==> config.mk <==
export PLATFORM = sky130hd
export DESIGN_NAME = sample_unpacker
export DESIGN_NICKNAME = d
export VERILOG_FILES = /design/src/rtl/sample_unpacker.sv
export SDC_FILE = /design/constraint.sdc
export NUM_CORES = 1
export LEC_CHECK = 0
export CORE_ASPECT_RATIO = 1.1
export CORE_MARGIN = 3
export CORE_UTILIZATION = 35
export DETAILED_ROUTE_END_ITERATION = 7
export SETUP_SLACK_MARGIN = 0.4
export SYNTH_ARGS = -nofsm -noshare
export SYNTH_HDL_FRONTEND = slang
export SYNTH_SLANG_ARGS = --single-unit
==> constraint.sdc <==
create_clock -name clk -period 5.4 [get_ports clk]
set_input_delay 0.54 -clock clk [delete_from_list [all_inputs] [get_ports clk]]
set_output_delay 0.54 -clock clk [all_outputs]
set_load 0.03 [all_outputs]
==> src/rtl/sample_unpacker.sv <==
// Packed-sample decoder: buffers 48-bit packets of three nibble-interleaved words
// and replays the four 12-bit samples they carry, one per handshake, oldest first.
module sample_unpacker #(
  parameter int PKT_DEPTH = 2,
  parameter int CNT_W     = 16
) (
  input  logic             clk,
  input  logic             reset,
  input  logic             in_valid,
  output logic             in_ready,
  input  logic [15:0]      in_word_1,
  input  logic [15:0]      in_word_2,
  input  logic [15:0]      in_word_3,
  output logic [11:0]      sample_out,
  output logic             sample_valid,
  input  logic             sample_ready,
  output logic             sample_last,
  output logic [CNT_W-1:0] pkt_count,
  output logic             idle_drop
);

  localparam int AW = (PKT_DEPTH > 1) ? $clog2(PKT_DEPTH) : 1;
  localparam logic [AW-1:0]    PTR_ONE   = 1;
  localparam logic [AW:0]      OCC_ONE   = 1;
  localparam logic [AW:0]      OCC_FULL  = PKT_DEPTH[AW:0];
  localparam logic [CNT_W-1:0] CNT_ONE   = 1;
  localparam logic [15:0]      IDLE_WORD = 16'h0001;

  // Entry layout is {in_word_1, in_word_2, in_word_3}
  logic [47:0]      mem_reg [PKT_DEPTH];
  logic [AW-1:0]    wr_ptr_reg;
  logic [AW-1:0]    rd_ptr_reg;
  logic [AW:0]      occ_reg;
  logic [1:0]       idx_reg;
  logic [CNT_W-1:0] cnt_reg;
  logic             idle_drop_reg;

  logic        accept;
  logic        is_idle;
  logic        push;
  logic        pop_sample;
  logic        pop_entry;
  logic [47:0] head;
  logic [11:0] lane [4];

  assign in_ready     = (occ_reg < OCC_FULL);
  assign sample_valid = (occ_reg != '0);
  assign accept       = in_valid && in_ready;
  assign is_idle      = (in_word_1 == IDLE_WORD) && (in_word_2 == IDLE_WORD) &&
                        (in_word_3 == IDLE_WORD);
  assign push         = accept && !is_idle;
  assign pop_sample   = sample_valid && sample_ready;
  assign pop_entry    = pop_sample && (idx_reg == 2'd3);

  assign head = mem_reg[rd_ptr_reg];

  // Sample k gathers nibble k of each word, high word supplying the MSBs
  genvar gi;
  generate
    for (gi = 0; gi < 4; gi++) begin : g_lane
      assign lane[gi] = {head[32 + 4*gi +: 4], head[16 + 4*gi +: 4], head[4*gi +: 4]};
    end
  endgenerate

  assign sample_out  = sample_valid ? lane[idx_reg] : 12'h000;
  assign sample_last = sample_valid && (idx_reg == 2'd3);
  assign pkt_count   = cnt_reg;
  assign idle_drop   = idle_drop_reg;

  always_ff @(posedge clk) begin
    if (push) begin
      mem_reg[wr_ptr_reg] <= {in_word_1, in_word_2, in_word_3};
    end
  end

  always_ff @(posedge clk) begin
    if (reset) begin
      wr_ptr_reg    <= '0;
      rd_ptr_reg    <= '0;
      occ_reg       <= '0;
      idx_reg       <= 2'd0;
      cnt_reg       <= '0;
      idle_drop_reg <= 1'b0;
    end else begin
      idle_drop_reg <= accept && is_idle;
      if (accept) begin
        cnt_reg <= cnt_reg + CNT_ONE;
      end
      if (push) begin
        wr_ptr_reg <= wr_ptr_reg + PTR_ONE;
      end
      if (pop_sample) begin
        idx_reg <= idx_reg + 2'd1;
      end
      if (pop_entry) begin
        rd_ptr_reg <= rd_ptr_reg + PTR_ONE;
      end
      case ({push, pop_entry})
        2'b10:   occ_reg <= occ_reg + OCC_ONE;
        2'b01:   occ_reg <= occ_reg - OCC_ONE;
        default: occ_reg <= occ_reg;
      endcase
    end
  end

endmodule

==> summary.txt, run 1 <==
Timing
  • Setup violators final: 0
  • Achievable Freq: 0.272 GHz
  • Final Slew Violations: 0
  • Final hold violations: 0
  • Setup ws final: 1.73 ns
  • Total negative slack: 0 ns
  • Worst Max-Slew Pin Slew: 1.01 ns
  • Final Cycle Share: 0.680
  • Clock Skew: 0.00741 ns
  • Slew headroom: 0.326
  • Final min period: 3.67 ns
  • RSZ-0062 raised after global routing: false

Yosys
  • Post-synth cell types: 36
  • Yosys warns: 0
  • Mean Syn Cell Area: 16.2 um^2
  • Cells after synthesis: 302
  • Flops & latches, synth: 120
  • Post-Syn Area: 4900 um^2
  • Sequential share of the synthesized area: 0.686
  • Syn nets: 357

CTS
  • CTS Buf Count: 17
  • Clock Latency Late Sink: 0.40 ns
  • Clk sinks: 120
  • Buffer count from post-CTS setup fixing: 0
  • CTS tree: built
  • Hold_buf cts: 0
  • H-tree levels: 4
  • Post-CTS sizing: 0
  • Clock slew at reported path FFs: 0.05 ns
  • Max clock buf depth: 2
  • Root Driver: clkbuf_16

Worst setup path
  • Slowest cell delay on critical path: 0.90 ns
  • Crit-path cells: buf_4, mux4_2, mux2i_1, nor2_1, clkdlybuf4s50_1
  • Worst EP arrival: 3.13 ns
  • FF-to-FF path depth: 4
  • CP Capture Type: output port
  • Worst Setup Start Kind: flip-flop
  • Crit path kind: flip-flop to output port
  • WP depth: 5
  • Bufs and invs on worst path: 2
  • Critical path's top delay family: buffers and inverters
  • Slowest-stage cell, CP: dfxtp_1
  • Critical path fanouts, max: 13
  • Required time of the critical path: 4.86 ns

Outcome
  • Status: finished, final reports clean

Finish
  • Commonest non-fill, non-tap cell in the layout: edfxtp_1
  • Most frequent cells in the layout: 96 x edfxtp_1, 83 x clkdlybuf4s50_1, 28 x nor2_1
  • # fillers: 1,201
  • Layout cells sized above 1: 0.161
  • Max reg flops: 96
  • Area Growth Syn to Fin: 33.7%
  • Ant. Diodes: 0
  • Design area: 6550 um^2
  • Layout net count: 453

GRT
  • Vias in the first global route: 3,126
  • Total grt overflow: 0
  • GRT Overall Usage: 0.147
  • First-pass GRT wire length: 17.2 mm
  • Antenna violations before repair: 0
  • Largest net degree at the start of global routing: 34

Floorplanning
  • Die W: 119 um
  • Die Span Y: 130 um
  • I/O pin count: 84
  • Die area: 15,500 um^2
  • Core area: 13,400 um^2
  • Rows: 44
  • Initial Util: 0.365

Route
  • Number of vias in the routed layout: 2,977
  • Vias/cell: 5.02
  • Detailed Routing Iterations Pass 1: 4
  • Wire length per cell: 18.3 um
  • First DRT Iteration DRCs: 221
  • DRC violations left: 0
  • Final WL: 10.9 mm
  • ANT nets after route: 0

Flow run
  • Max Cap Viol: 0

Power and ir drop
  • Maximum vdd drop: 227 uV
  • Power per cell area: 383 nW/um^2
  • Static Leak: 2.09 nW

Worst hold path
  • Min-Delay Path Depth: 2
  • Hold Path Class: flip-flop to flip-flop

Placement
  • GPL Wtd Cong: 0.760
  • Placed inst area: 5960 um^2
  • Buffers on Ports: 83
  • Pre-CTS setup slack: 1.85 ns
  • Dpl hpwl: 7.46 mm
[power breakdown]
part	switching (W)	internal, W
Clock	0.000362	0.000757
Combinational	0.000159	0.000124
Sequential	0.0000237	0.00109
Total	0.000544	0.00197
[per-layer routing]
metal  track usage  share of wire  wire length [um]
met5             0              0                 0
met3        0.0438          0.047               511
met1         0.186           0.45              4850
met4        0.0532          0.011               118
met2         0.243           0.50              5390
[synthesized netlist by cell type (all sizes together)]
library cell	instances	area share
edfxtp	96	0.59
nand3	5	0.0077
or3	6	0.0092
o31ai	3	0.0046
xor2	4	0.0071
xnor2	8	0.014
nand4b	1	0.0018
o21ai	5	0.0051
mux4	24	0.11
nor3	5	0.0051
inv	5	0.0038
nand4	8	0.010
a22oi	1	0.0015
and3	2	0.0026
nand3b	1	0.0041
clkbuf	6	0.0046
a21oi	8	0.0082
ha	3	0.0077
nand2	9	0.0069
and2	1	0.0013
buf	6	0.0071
nor2b	3	0.0038
nand2b	1	0.0013
nor4	15	0.019
dfxtp	24	0.098
mux2	2	0.0046
or4b	1	0.0020
mux2i	12	0.025
nor4b	5	0.0089
or4	2	0.0031
nor2	30	0.023
[worst min-delay path, cell delays in order, from the launching register on]
cell and delay [ns]:
dfxtp_1 0.31, o31ai_1 0.06, a21oi_1 0.05
[through the flow]
step	hold WS (ns)	power, W	utilization	cells
floorplan	0.481	0.00128	-	302
global placement	0.462	0.00141	0.444	563
detailed placement	0.475	0.00142	0.444	563
CTS	0.483	0.00254	0.488	593
global route	0.543	0.00261	0.488	593
finish	0.477	0.00251	0.488	593
[area by class of cell]
type                            instances  area, um^2  share of cell area
Clock buffer                           18         429              0.0655
Inverter                                5        18.8             0.00286
Sequential cell                       120        3360               0.513
Multi-Input combinational cell        165        1480               0.225
Clock inverter                         12         159              0.0243
Timing Repair Buffer                   89         876               0.134
Tap cell                              184         230              0.0351
[cell families (layout without fill, tap and decap cells)]
kind of cell / count (synthesis) / count (layout) / share of synthesized area
DFF: 120 / 120 / 0.686
and+or+nand+nor: 95 / 95 / 0.110
muxes: 38 / 38 / 0.139
AOI/OAI and AO/OA: 17 / 17 / 0.0194
buffers and inverters: 17 / 124 / 0.0156
xor gates and xnor gates: 12 / 12 / 0.0215
adders and majority gates: 3 / 3 / 0.00766
[final timing paths]
kind                       from        endpoint  slack, ns
setup / recovery      flip-flop   sample_out[2]       1.73
hold / removal    pkt_count[15]   pkt_count[15]       0.48
setup reg to reg     occ_reg[1]  mem_reg[0][31]       2.78
hold reg to reg   pkt_count[15]   pkt_count[15]       0.48
Note: power is estimated with default switching activity, not from simulation.
==> run 2, diff against run 1 <==
clock period = 3.5 ns   (was 5.4 ns; I/O delays follow)
==> run 2 against run 1 <==
Sequential power is 54% higher. Critical path type unchanged. Worst hold slack improved by 0.0023 ns. Wire length grew 0.21%. Utilization up 0.40 points. Global-route usage increased by 0.21 points. Die area is the same. Setup slack worse by 1.1 ns. Sequential share of layout area fell by 0.42 points. Count of clock-buffer cells in the layout is the same.
==> summary.txt, run 2 (synthesis results as in run 1) <==
Floorplanning
  • Die Span Y: 130 um (unchanged)
  • Initial Util: 0.365 (unchanged)
  • Die area: 15,500 um^2 (unchanged)
  • Rows: 44 (unchanged)
  • I/O pin count: 84 (unchanged)
  • Core area: 13,400 um^2 (unchanged)
  • Die W: 119 um (unchanged)

Placement
  • Buffers on Ports: 83 (unchanged)
  • Placed inst area: 5990 um^2 (was 5960 um^2)
  • GPL Wtd Cong: 0.727 (was 0.760)
  • Dpl hpwl: 7.24 mm (was 7.46 mm)

Worst setup path
  • Reg2reg setup slack: 1.23 ns (was 2.78 ns)
  • FF-to-FF path depth: 6 (was 4)
  • Critical Path Sink: sample_out[2] (unchanged)
  • Required time of the critical path: 3.15 ns (was 4.86 ns)
  • RR Endpoint: occ_reg[1] (was mem_reg[0][31])
  • CP Capture Type: output port (unchanged)
  • Critical path fanouts, max: 24 (was 13)
  • Worst Setup Start Kind: flip-flop (unchanged)
  • Crit path kind: flip-flop to output port (unchanged)
  • Worst EP arrival: 2.48 ns (was 3.13 ns)
  • R2R Path Start: occ_reg[1] (unchanged)

Flow run
  • Max Cap Viol: 0 (unchanged)

Route
  • ANT nets after route: 0 (unchanged)
  • Number of vias in the routed layout: 3,012 (was 2,977)
  • Wire length per cell: 18.2 um (was 18.3 um)
  • DRC violations left: 0 (unchanged)
  • Final WL: 10.9 mm (about the same)
  • Vias/cell: 5.05 (was 5.02)
  • Detailed Routing Iterations Pass 1: 4 (unchanged)
  • First DRT Iteration DRCs: 173 (was 221)

GRT
  • Largest net degree at the start of global routing: 49 (was 34)
  • Total grt overflow: 0 (unchanged)
  • Vias in the first global route: 3,152 (was 3,126)
  • GRT Overall Usage: 0.149 (was 0.147)
  • Antenna violations before repair: 0 (unchanged)
  • First-pass GRT wire length: 17.3 mm (was 17.2 mm)

Timing
  • RSZ-0062 raised after global routing: false (unchanged)
  • Achievable Freq: 0.353 GHz
  • Final Slew Violations: 0 (unchanged)
  • Clock Skew: 0.0143 ns (was 0.00741 ns)
  • Final Cycle Share: 0.809
  • Final min period: 2.83 ns
  • Total negative slack: 0 ns (unchanged)
  • Setup violators final: 0 (unchanged)
  • Worst Max-Slew Pin Slew: 0.651 ns (was 1.01 ns)
  • Final hold violations: 0 (unchanged)
  • Slew headroom: 0.562 (was 0.326)

Power and ir drop
  • Clock network fraction of design power: 0.452 (was 0.445)
  • Power per cell area: 595 nW/um^2 (was 383 nW/um^2)
  • Sequential share of power: 0.435 (was 0.442)
  • Maximum vdd drop: 300 uV (was 227 uV)
  • Pint: 0.00305 W (was 0.00197 W)
  • Total power: 0.00393 W (was 0.00251 W)
  • Switching Share: 0.223 (was 0.217)
  • P_sw: 0.000876 W (was 0.000544 W)
  • Static Leak: 2.11 nW (was 2.09 nW)
  • Logic pwr share: 0.113 (about the same)

Finish
  • Design area: 6610 um^2 (was 6550 um^2)
  • Layout net count: 455 (was 453)
  • Ant. Diodes: 0 (unchanged)
  • Layout cells sized above 1: 0.174 (was 0.161)
  • Area Growth Syn to Fin: 34.8% (was 33.7%)
  • Multi-input gate area: 1480 um^2 (unchanged)
  • Commonest non-fill, non-tap cell in the layout: edfxtp_1 (unchanged)
  • # fillers: 1,196 (was 1,201)
  • FF+latch area: 3360 um^2 (unchanged)
  • Max reg flops: 96 (unchanged)
  • Most frequent cells in the layout: 96 x edfxtp_1, 83 x clkdlybuf4s50_1, 28 x nor2_1 (unchanged)

CTS
  • Clk sinks: 120 (unchanged)
  • Clock Latency Late Sink: 0.42 ns (was 0.40 ns)
  • Max clock buf depth: 2 (unchanged)
  • H-tree levels: 4 (unchanged)
  • Clock slew at reported path FFs: 0.05 ns (about the same)
  • CTS Buf Count: 17 (unchanged)
  • Root Driver: clkbuf_16 (unchanged)
  • CTS tree: built (unchanged)
  • Buffer count from post-CTS setup fixing: 0 (unchanged)

Worst hold path
  • Hold Path Class: flip-flop to flip-flop (unchanged)

Outcome
  • Status: finished, final reports clean (unchanged)
-- run 2: cell types whose count changed in the layout (fill, tap and decap cells not counted), sizes merged --
cell      change
clkinv        -2
clkinvlp      +4
buf           +2
-- run 2: cell type report --
type	instances	share of cell area
tap	184	0.0349
clock inverter	14	0.0275
multi-input combinational	165	0.223
timing repair buffer	91	0.137
sequential	120	0.509
clock buffer	18	0.0650
inverter	5	0.00284
-- run 2: metrics by stage --
stage / cells / hold slack [ns] / util / setup WS [ns]
6_report: 597 / 0.479 / 0.492 / 0.670
5_1_grt: 597 / 0.497 / 0.492 / 0.510
4_1_cts: 597 / 0.485 / 0.491 / 0.464
3_5_place_dp: 565 / 0.478 / 0.446 / 0.604
3_3_place_gp: 565 / 0.463 / 0.446 / 0.526
2_1_floorplan: 302 / 0.449 / - / 0.225
-- run 2: metal layers --
metal	wire length (um)	share of wire	vias to the layer above	track usage
met5	0	0	-	0
met4	193	0.018	0	0.0675
met3	596	0.055	13	0.0533
met2	5320	0.49	91	0.235
met1	4770	0.44	1513	0.187
li1	-	-	1395	-
-- run 2: power groups by stage --
| stage | combinational, W | clock [W] | sequential [W] |
|---|---|---|---|
| 3_3_place_gp | 0.000449 | 0 | 0.00173 |
| 3_5_place_dp | 0.000451 | 0 | 0.00174 |
| 4_1_cts | 0.000453 | 0.00181 | 0.00171 |
| 6_report | 0.000444 | 0.00178 | 0.00171 |
| 5_1_grt | 0.000478 | 0.00188 | 0.00172 |
| 2_1_floorplan | 0.000234 | 0 | 0.00174 |
-- run 2: critical path, stage by stage (launching register included) --
cell,delay (ns)
dfxtp_1,0.32
buf_6,0.32
mux4_2,0.56
mux2i_1,0.21
nor2_1,0.06
clkdlybuf4s50_1,0.59
-- run 2: what timing repair did --
action                                  4_1_cts  5_1_grt
endpoints found under the setup margin        0        3
hold buffers                                  0        0
endpoints found under the hold margin         0        0
gates resized for setup                       0        1
-- run 2: worst min path at each step --
| stage | startpoint | endpoint | depth (start not counted) |
|---|---|---|---|
| final | pkt_count[15] | pkt_count[15] | 2 |
| after global placement | pkt_count[15] | pkt_count[15] | 2 |
| after detailed placement | pkt_count[15] | pkt_count[15] | 2 |
| after CTS | pkt_count[15] | pkt_count[15] | 2 |
| after global routing | pkt_count[15] | pkt_count[15] | 2 |
| after floorplan | in_word_3[0] | mem_reg[0][0] | 0 |
==> run 3, diff against run 2 <==
clock period = 2.73 ns   (was 3.5 ns; I/O delays follow)
==> run 3 against run 2 <==
Combinational power grew 34%. Utilization up 1.3 points. Critical path type is now input pin to flip-flop. Largest power group is now sequential cells. Setup slack lost 0.23 ns.
==> summary.txt, run 3 (synthesis results as in run 1) <==
Outcome
  • Status: finished, final reports clean (unchanged)

Timing
  • Slew headroom: 0.631 (was 0.562)
  • Final hold violations: 0 (unchanged)
  • Worst Max-Slew Pin Slew: 0.549 ns (was 0.651 ns)
  • Total negative slack: 0 ns (unchanged)
  • Final min period: 2.29 ns
  • Final Cycle Share: 0.840
  • Final Slew Violations: 0 (unchanged)
  • Setup violators final: 0 (unchanged)
  • Clock Skew: 0.00672 ns (was 0.0143 ns)
  • Achievable Freq: 0.436 GHz
  • Setup ws final: 0.436 ns (was 0.670 ns)
  • RSZ-0062 raised after global routing: true (was false)

CTS
  • Max clock buf depth: 2 (unchanged)
  • H-tree levels: 4 (unchanged)
  • CTS Buf Count: 17 (unchanged)
  • Root Driver: clkbuf_16 (unchanged)
  • Hold_buf cts: 0 (unchanged)
  • Clock Latency Late Sink: 0.41 ns (was 0.42 ns)
  • Clock slew at reported path FFs: 0.05 ns (about the same)
  • Clk sinks: 120 (unchanged)
  • CTS tree: built (unchanged)

Worst setup path
  • CP Capture Type: flip-flop (was output port)
  • Setup crit start: in_word_1[10]
  • Worst Setup Start Kind: input pin (was flip-flop)
  • Required time of the critical path: 3.07 ns (was 3.15 ns)
  • Crit path kind: input pin to flip-flop (was flip-flop to output port)
  • Worst EP arrival: 2.63 ns (was 2.48 ns)
  • Reg2reg setup slack: 0.94 ns (was 1.23 ns)
  • Critical path fanouts, max: 4 (was 24)
  • R2R Path Start: occ_reg[1] (unchanged)

Flow run
  • Max Cap Viol: 0 (unchanged)

Finish
  • Area Growth Syn to Fin: 38.3% (was 34.8%)
  • Max reg flops: 96 (unchanged)
  • Most frequent cells in the layout: 96 x edfxtp_1, 70 x clkdlybuf4s50_1, 27 x nor2_1 (was 96 x edfxtp_1, 83 x clkdlybuf4s50_1, 28 x nor2_1)
  • Ant. Diodes: 0 (unchanged)
  • Post-Layout Cell Count: 612 (was 597)
  • Layout cells sized above 1: 0.234 (was 0.174)
  • Layout net count: 471 (was 455)
  • # fillers: 1,164 (was 1,196)
  • Commonest non-fill, non-tap cell in the layout: edfxtp_1 (unchanged)

Power and ir drop
  • Static Leak: 2.24 nW (was 2.11 nW)
  • Total power: 0.00492 W (was 0.00393 W)
  • Power per cell area: 726 nW/um^2 (was 595 nW/um^2)
  • Maximum vdd drop: 279 uV (was 300 uV)

GRT
  • Vias in the first global route: 3,349 (was 3,152)
  • Total grt overflow: 0 (unchanged)
  • Largest net degree at the start of global routing: 33 (was 49)
  • First-pass GRT wire length: 18.0 mm (was 17.3 mm)
  • GRT Overall Usage: 0.156 (was 0.149)
  • Antenna violations before repair: 0 (unchanged)

Placement
  • Dpl hpwl: 7.61 mm (was 7.24 mm)
  • Buffers on Ports: 83 (unchanged)
  • GPL Wtd Cong: 0.783 (was 0.727)
  • Placed instance count: 575 (was 565)
  • Pre-CTS setup slack: -0.121 ns (was 0.604 ns)

Route
  • ANT nets after route: 0 (unchanged)
  • Vias/cell: 5.09 (was 5.05)
  • First DRT Iteration DRCs: 287 (was 173)
  • Final WL: 11.2 mm (was 10.9 mm)
  • DRC violations left: 0 (unchanged)
  • Number of vias in the routed layout: 3,118 (was 3,012)
  • Wire length per cell: 18.4 um (was 18.2 um)
  • Detailed Routing Iterations Pass 1: 4 (unchanged)

Worst hold path
  • Hold Path Class: input pin to flip-flop (was flip-flop to flip-flop)
  • Hold Startpoint: in_word_1[8] (was pkt_count[15])

Floorplanning
  • Rows: 44 (unchanged)
  • Core area: 13,400 um^2 (unchanged)
  • Die area: 15,500 um^2 (unchanged)
  • Initial Util: 0.365 (unchanged)
  • I/O pin count: 84 (unchanged)
  • Die W: 119 um (unchanged)
  • Die Span Y: 130 um (unchanged)
[run 3: changes by cell type in the layout (fill, tap and decap cells not counted), moves of 3 or more]
cell,change
buf_2,+3
clkinv_1,+4
clkinvlp_4,-3
buf_12,+5
clkdlybuf4s50_1,-13
buf_4,+15
[run 3: worst max-delay path, stage by stage]
cell and delay (ns):
clkdlybuf4s50_1 0.47, nor4_2 0.33, buf_4 0.16, nand4_1 0.22
o31ai_2 0.38, ha_1 0.30, or3_1 0.34, a21oi_1 0.16
[run 3: through the flow]
step	hold slack (ns)	utilization	area [um^2]
final	0.484	0.504	6780
after global routing	0.478	0.504	6780
after CTS	0.468	0.500	6710
after detailed placement	0.487	0.452	6080
after global placement	0.466	0.452	6080
after floorplan	0.372	-	4900
[run 3: cell type report]
| cell class | instances | area (um^2) | share of cell area |
|---|---|---|---|
| Sequential cell | 120 | 3370 | 0.497 |
| Clock inverter | 12 | 134 | 0.0198 |
| Multi-Input combinational cell | 165 | 1500 | 0.221 |
| Inverter | 5 | 18.8 | 0.00277 |
| Clock buffer | 19 | 433 | 0.0639 |
| Timing Repair Buffer | 107 | 1100 | 0.162 |
| Tap cell | 184 | 230 | 0.0340 |
[run 3: what timing repair did]
action	4_1_cts	5_1_grt
setup endpoints to repair	13	10
pin swaps	0	1
resized for setup	33	10
setup buffers	1	3
gates cloned	1	1
[run 3: per-layer routing]
layer  global-route usage  up-vias  wire length [um]
li1                     -     1441                 -
met1                0.192     1556              4800
met2                0.243      104              5350
met3               0.0637       17               872
met4               0.0709        0               213
met5                    0        -                 0
[run 3: report_power, final]
| group | internal, W | switching [W] | total, W |
|---|---|---|---|
| logic | 0.000268 | 0.000325 | 0.000593 |
| registers | 0.00215 | 0.0000444 | 0.00219 |
| clock network | 0.00141 | 0.000734 | 0.00214 |
| total | 0.00382 | 0.00110 | 0.00492 |
[run 3: path summary, 6_finish.rpt]
check / cells after the start / endpoint
worst max-delay path: 8 / occ_reg[1]
worst min-delay path: 1 / mem_reg[1][40]
worst max register to register: 4 / pkt_count[15]
worst min register to register: 2 / pkt_count[1]
==> variant 1, RTL diff (flow settings as in run 3) <==
Change the parameter `PKT_DEPTH` from 2 to 1.
--- a/src/rtl/sample_unpacker.sv
+++ b/src/rtl/sample_unpacker.sv
@@ -1,7 +1,7 @@
 // Packed-sample decoder: buffers 48-bit packets of three nibble-interleaved words
 // and replays the four 12-bit samples they carry, one per handshake, oldest first.
 module sample_unpacker #(
-  parameter int PKT_DEPTH = 2,
+  parameter int PKT_DEPTH = 1,
   parameter int CNT_W     = 16
 ) (
   input  logic             clk,
Check against the original RTL: not equivalent (Yosys sat finds a counterexample within 4 cycles, from zero or initial values and one cycle with reset high).
==> variant 1 against run 3 <==
Final area shrank 40%; die area shrank 39%; maximum frequency grew 4.8%; clock power shrank 65%; synthesized area shrank 41%; count of clock-buffer cells in the layout shrank 10; sequential cell count shrank 51; clock skew grew 0.0055 ns; first-iteration DRC count shrank 75%; sequential share of layout area shrank 4.2 points; setup slack gained 0.10 ns; routed wire length shrank 41%; power shrank 43%; core utilization grew 0.94 points; largest cell class unchanged.
==> variant 1: results (changes against run 3) <==
status=finished, final reports clean; crit path max fanout=8 (+4); largest net degree at the start of global routing=49 (+48%); initial antenna violation count=0 (unchanged); ys flop type=edfxtp_1; Hold Crit Class=reg2reg; RD Place Congestion=0.766 (-2.1%); clk buf depth=2 (unchanged); global-route wire length before repair=10.4 mm (-42%); Routed wire per std cell=16.2 µm (-12%); Global Route Usage Sum=0.148 (-0.00799); Clk pin slew, worst setup/hold paths=0.08 ns (+0.03 ns); crit path DAT=1.92 ns (-0.71 ns); ANT cells=0 (unchanged); vias per inst=4.76 (-6.5%); worst reg2reg startpoint=occ_reg[1]; Pleak=1.38 nW (-39%); Post-synth EDFFs=48 (-50%); Post-Syn Nets=260 (-27%); hpwl dp=4.87 mm (-36%); peak supply drop=0.000263 V (-5.7%); library cells used by synthesis=30 (-17%); Seq/Total Area, Yosys=0.646 (-0.0409); Worst Clk Skew=0.0122 ns (+0.00550 ns); Hold Path Origin=pkt_count[15]; Async SR Flop Fraction=0 (unchanged); Int Power=1.95 mW (-49%); Clock Latency Late Sink=0.34 ns (-0.07 ns); DR pass1 iterations=4 (unchanged); number of flip-flops in the largest register=48 (-50%); clock root cell=clkbuf_8; nets=355 (-25%); Worst slew margin=0.442 (-0.189); fillers=724 (-38%); layout cells sized above 1=0.149 (-0.0851); vias in the first global route=2045 (-39%); number of warnings issued by yosys=0 (unchanged); TritonCTS buffer count=9 (-8); Post-CTS Setup Inserts=0 (-1); PortBufs=83 (unchanged); CP startpoint=idx_reg[0]; largest cells by area after synthesis=edfxtp_1 50%, dfxtp_1 15%, mux4_2 9.4%, and2_1 2.8%, nor4_1 2.8%; top post-synthesis cells by count=48 x edfxtp_1, 21 x dfxtp_1, 16 x nor2_1; htree depth=3 (-1); DRT iter0 DRCs=73 (-75%)
==> variant 1: final timing paths <==
check / to / slack, ns / cells after the start
hold reg to reg: pkt_count[15] / 0.51 / 2
setup reg to reg: pkt_count[15] / 0.72 / 6
setup / recovery: sample_out[1] / 0.54 / 4
hold / removal: pkt_count[15] / 0.51 / 2
==> variant 1: kinds of logic after synthesis <==
logic type	after synthesis	synth area share
compound gates	12	0.0217
xor+xnor	13	0.0395
fa+ha+maj	5	0.0217
buf+inv	11	0.0147
flops	69	0.646
mux	13	0.0972
simple gates	80	0.160
==> variant 1: cell type report <==
type                    instances  area share
flip-flops and latches         69       0.455
multi-input cells             123       0.246
repair buffers                 89       0.215
well taps                     108      0.0331
clock buffers                   9      0.0303
clock inverters                 7      0.0141
inverters                       6     0.00643
==> variant 1: power groups by stage <==
stage | Clock [mW] | Sequential [mW] | Combinational, mW
after floorplan | 0 | 1.35 | 0.449
after global placement | 0 | 1.34 | 0.789
after global routing | 0.813 | 1.33 | 0.812
after CTS | 0.770 | 1.32 | 0.765
final | 0.740 | 1.32 | 0.753
after detailed placement | 0 | 1.34 | 0.795
==> variant 1: metal layers <==
layer	vias up	global-route usage	part of all wire
li1	962	-	-
met1	928	0.182	0.44
met2	57	0.242	0.49
met3	11	0.0349	0.050
met4	0	0.0800	0.022
met5	-	0	0
==> variant 1: per-stage QoR <==
stage | std cells | hold WS [ns] | setup TNS [ns] | area (µm²) | worst slack (ns)
6_report | 411 | 0.506 | 0 | 4090 | 0.541
5_1_grt | 411 | 0.502 | 0 | 4090 | 0.357
4_1_cts | 411 | 0.500 | 0 | 4070 | 0.318
3_5_place_dp | 395 | 0.494 | 0 | 3890 | 0.0105
3_3_place_gp | 395 | 0.469 | -0.00388 | 3890 | -0.00388
2_1_floorplan | 203 | 0.351 | 0 | 2890 | 0.523
==> variant 1: timing repair <==
item                                    CTS  global route
pin swaps                                 0             1
endpoints found under the setup margin   14             2
gates resized for setup                  13             3
==> variant 1: critical path, cell delays in order, from the launching register on <==
cell,delay (ns)
dfxtp_1,0.34
buf_4,0.22
mux4_2,0.50
and2_1,0.17
dlygate4sd2_1,0.36
==> variant 2, RTL diff (flow settings as in run 3) <==
Without the edit above. Register the output `pkt_count` once more, without a reset; this adds one clock of latency there. The other outputs are not delayed to match.
--- a/src/rtl/sample_unpacker.sv
+++ b/src/rtl/sample_unpacker.sv
@@ -64,7 +64,9 @@
 
   assign sample_out  = sample_valid ? lane[idx_reg] : 12'h000;
   assign sample_last = sample_valid && (idx_reg == 2'd3);
-  assign pkt_count   = cnt_reg;
+  always_ff @(posedge clk) begin
+    pkt_count <= cnt_reg;
+  end
   assign idle_drop   = idle_drop_reg;
 
   always_ff @(posedge clk) begin
Formal check against the unedited RTL: not equivalent (a bounded check fails within 4 cycles, from zero or initial values and one cycle with reset high).
==> variant 2 against run 3 <==
Clock power up 17%; setup slack better by 0.028 ns; die area up 6.2%; highest routed layer is now met5; routed wire length up 2.7%; sequential cell count up 16; largest power group is now the clock network; critical path depth down 3; largest cell class unchanged; power up 12%; first-iteration DRC count down 39%; combinational power down 2%; synthesized area up 6.6%; register-to-register slack worse by 0.40 ns; final area up 5.0%; critical path type is now reg2out.
==> variant 2: results (changes against run 3) <==
status=finished, final reports clean; Worst Clk Skew=0.0142 ns (+0.00750 ns); critical path's top delay family=multiplexers; DRT Wirelength=11.5 mm (+2.7%); Worst R2R Path Depth=6 (+2); DRT iter0 DRCs=176 (-39%); GR met3 Demand/Resource=0.0654 (+0.00165); Largest stage delay, worst path=0.53 ns (+0.06 ns); top post-synthesis cells by count=96 x edfxtp_1, 40 x dfxtp_1, 36 x nor2_1; crit path max fanout=10 (+6); layout cells sized above 1=0.241 (+0.00718); crit path kind=reg2out; Pleak=2.44 nW (+8.7%); peak supply drop=0.000424 V (+52%); Synth Area in Adders=0.00719 (-0.000472); largest cells by area after synthesis=edfxtp_1 55%, dfxtp_1 15%, mux4_2 10%, nor2_1 2.6%, mux2i_1 2.3%; pre-CTS WS=-0.0124 ns (+0.109 ns); Hold Slack=0.371 ns (-0.112 ns); Hold Path Origin=cnt_reg[15]; xor/xnor share of the synthesized area=0.0235 (+0.00203); Seq/Total Area, Yosys=0.705 (+0.0191); Routed wire per std cell=18.4 µm (+0.11%); grt met1 use=0.179 (-0.0123); Hold Crit Class=reg2reg; library cells used by synthesis=41 (+14%); Compound-Gate Fraction of Synth Area=0.0122 (-0.00719); sw frac=0.218 (-0.00661); hpwl dp=8.02 mm (+5.5%); nets=478 (+1.5%); Worst slew margin=0.583 (-0.0478); vias in the first global route=3289 (-1.8%); Min-Delay Path Depth=0 (-1); Cell Area, Placed=0.00645 mm² (+6.1%); RD Place Congestion=0.742 (-5.3%); initial antenna violation count=1 (+1); mux cell area share after synthesis=0.134 (-0.00571)
-- variant 2: changes by cell type after synthesis, moves of 3 or more --
cell / change
nor2_1: +6
dfxtp_1: +16
nor4b_1: -3
nand3_1: +5
xor2_1: +5
xnor2_1: -3
nor4_1: -5
nand2_1: -3
nand4_1: -3
a21oi_1: -3
-- variant 2: metal layers --
layer / part of all wire / wire length [µm]
met2: 0.50 / 5770
met5: 0.0016 / 18
met3: 0.076 / 882
met4: 0.011 / 129
met1: 0.41 / 4750
-- variant 2: cells by family after synthesis --
group / after synthesis
buffers and inverters: 17
multiplexers: 39
flip-flops: 136
XOR/XNOR: 14
adder cells (fa/ha/maj): 3
AO/OA/AOI/OAI: 11
AND/OR/NAND/NOR: 92
-- variant 2: final cells by class --
cell class,instances,area [µm²]
fill,1272,7390
tap,192,240
inverter,5,18.8
clock inverter,10,190
clock buffer,22,464
sequential,136,3690
timing repair buffer,104,1000
multi-input combinational,159,1510
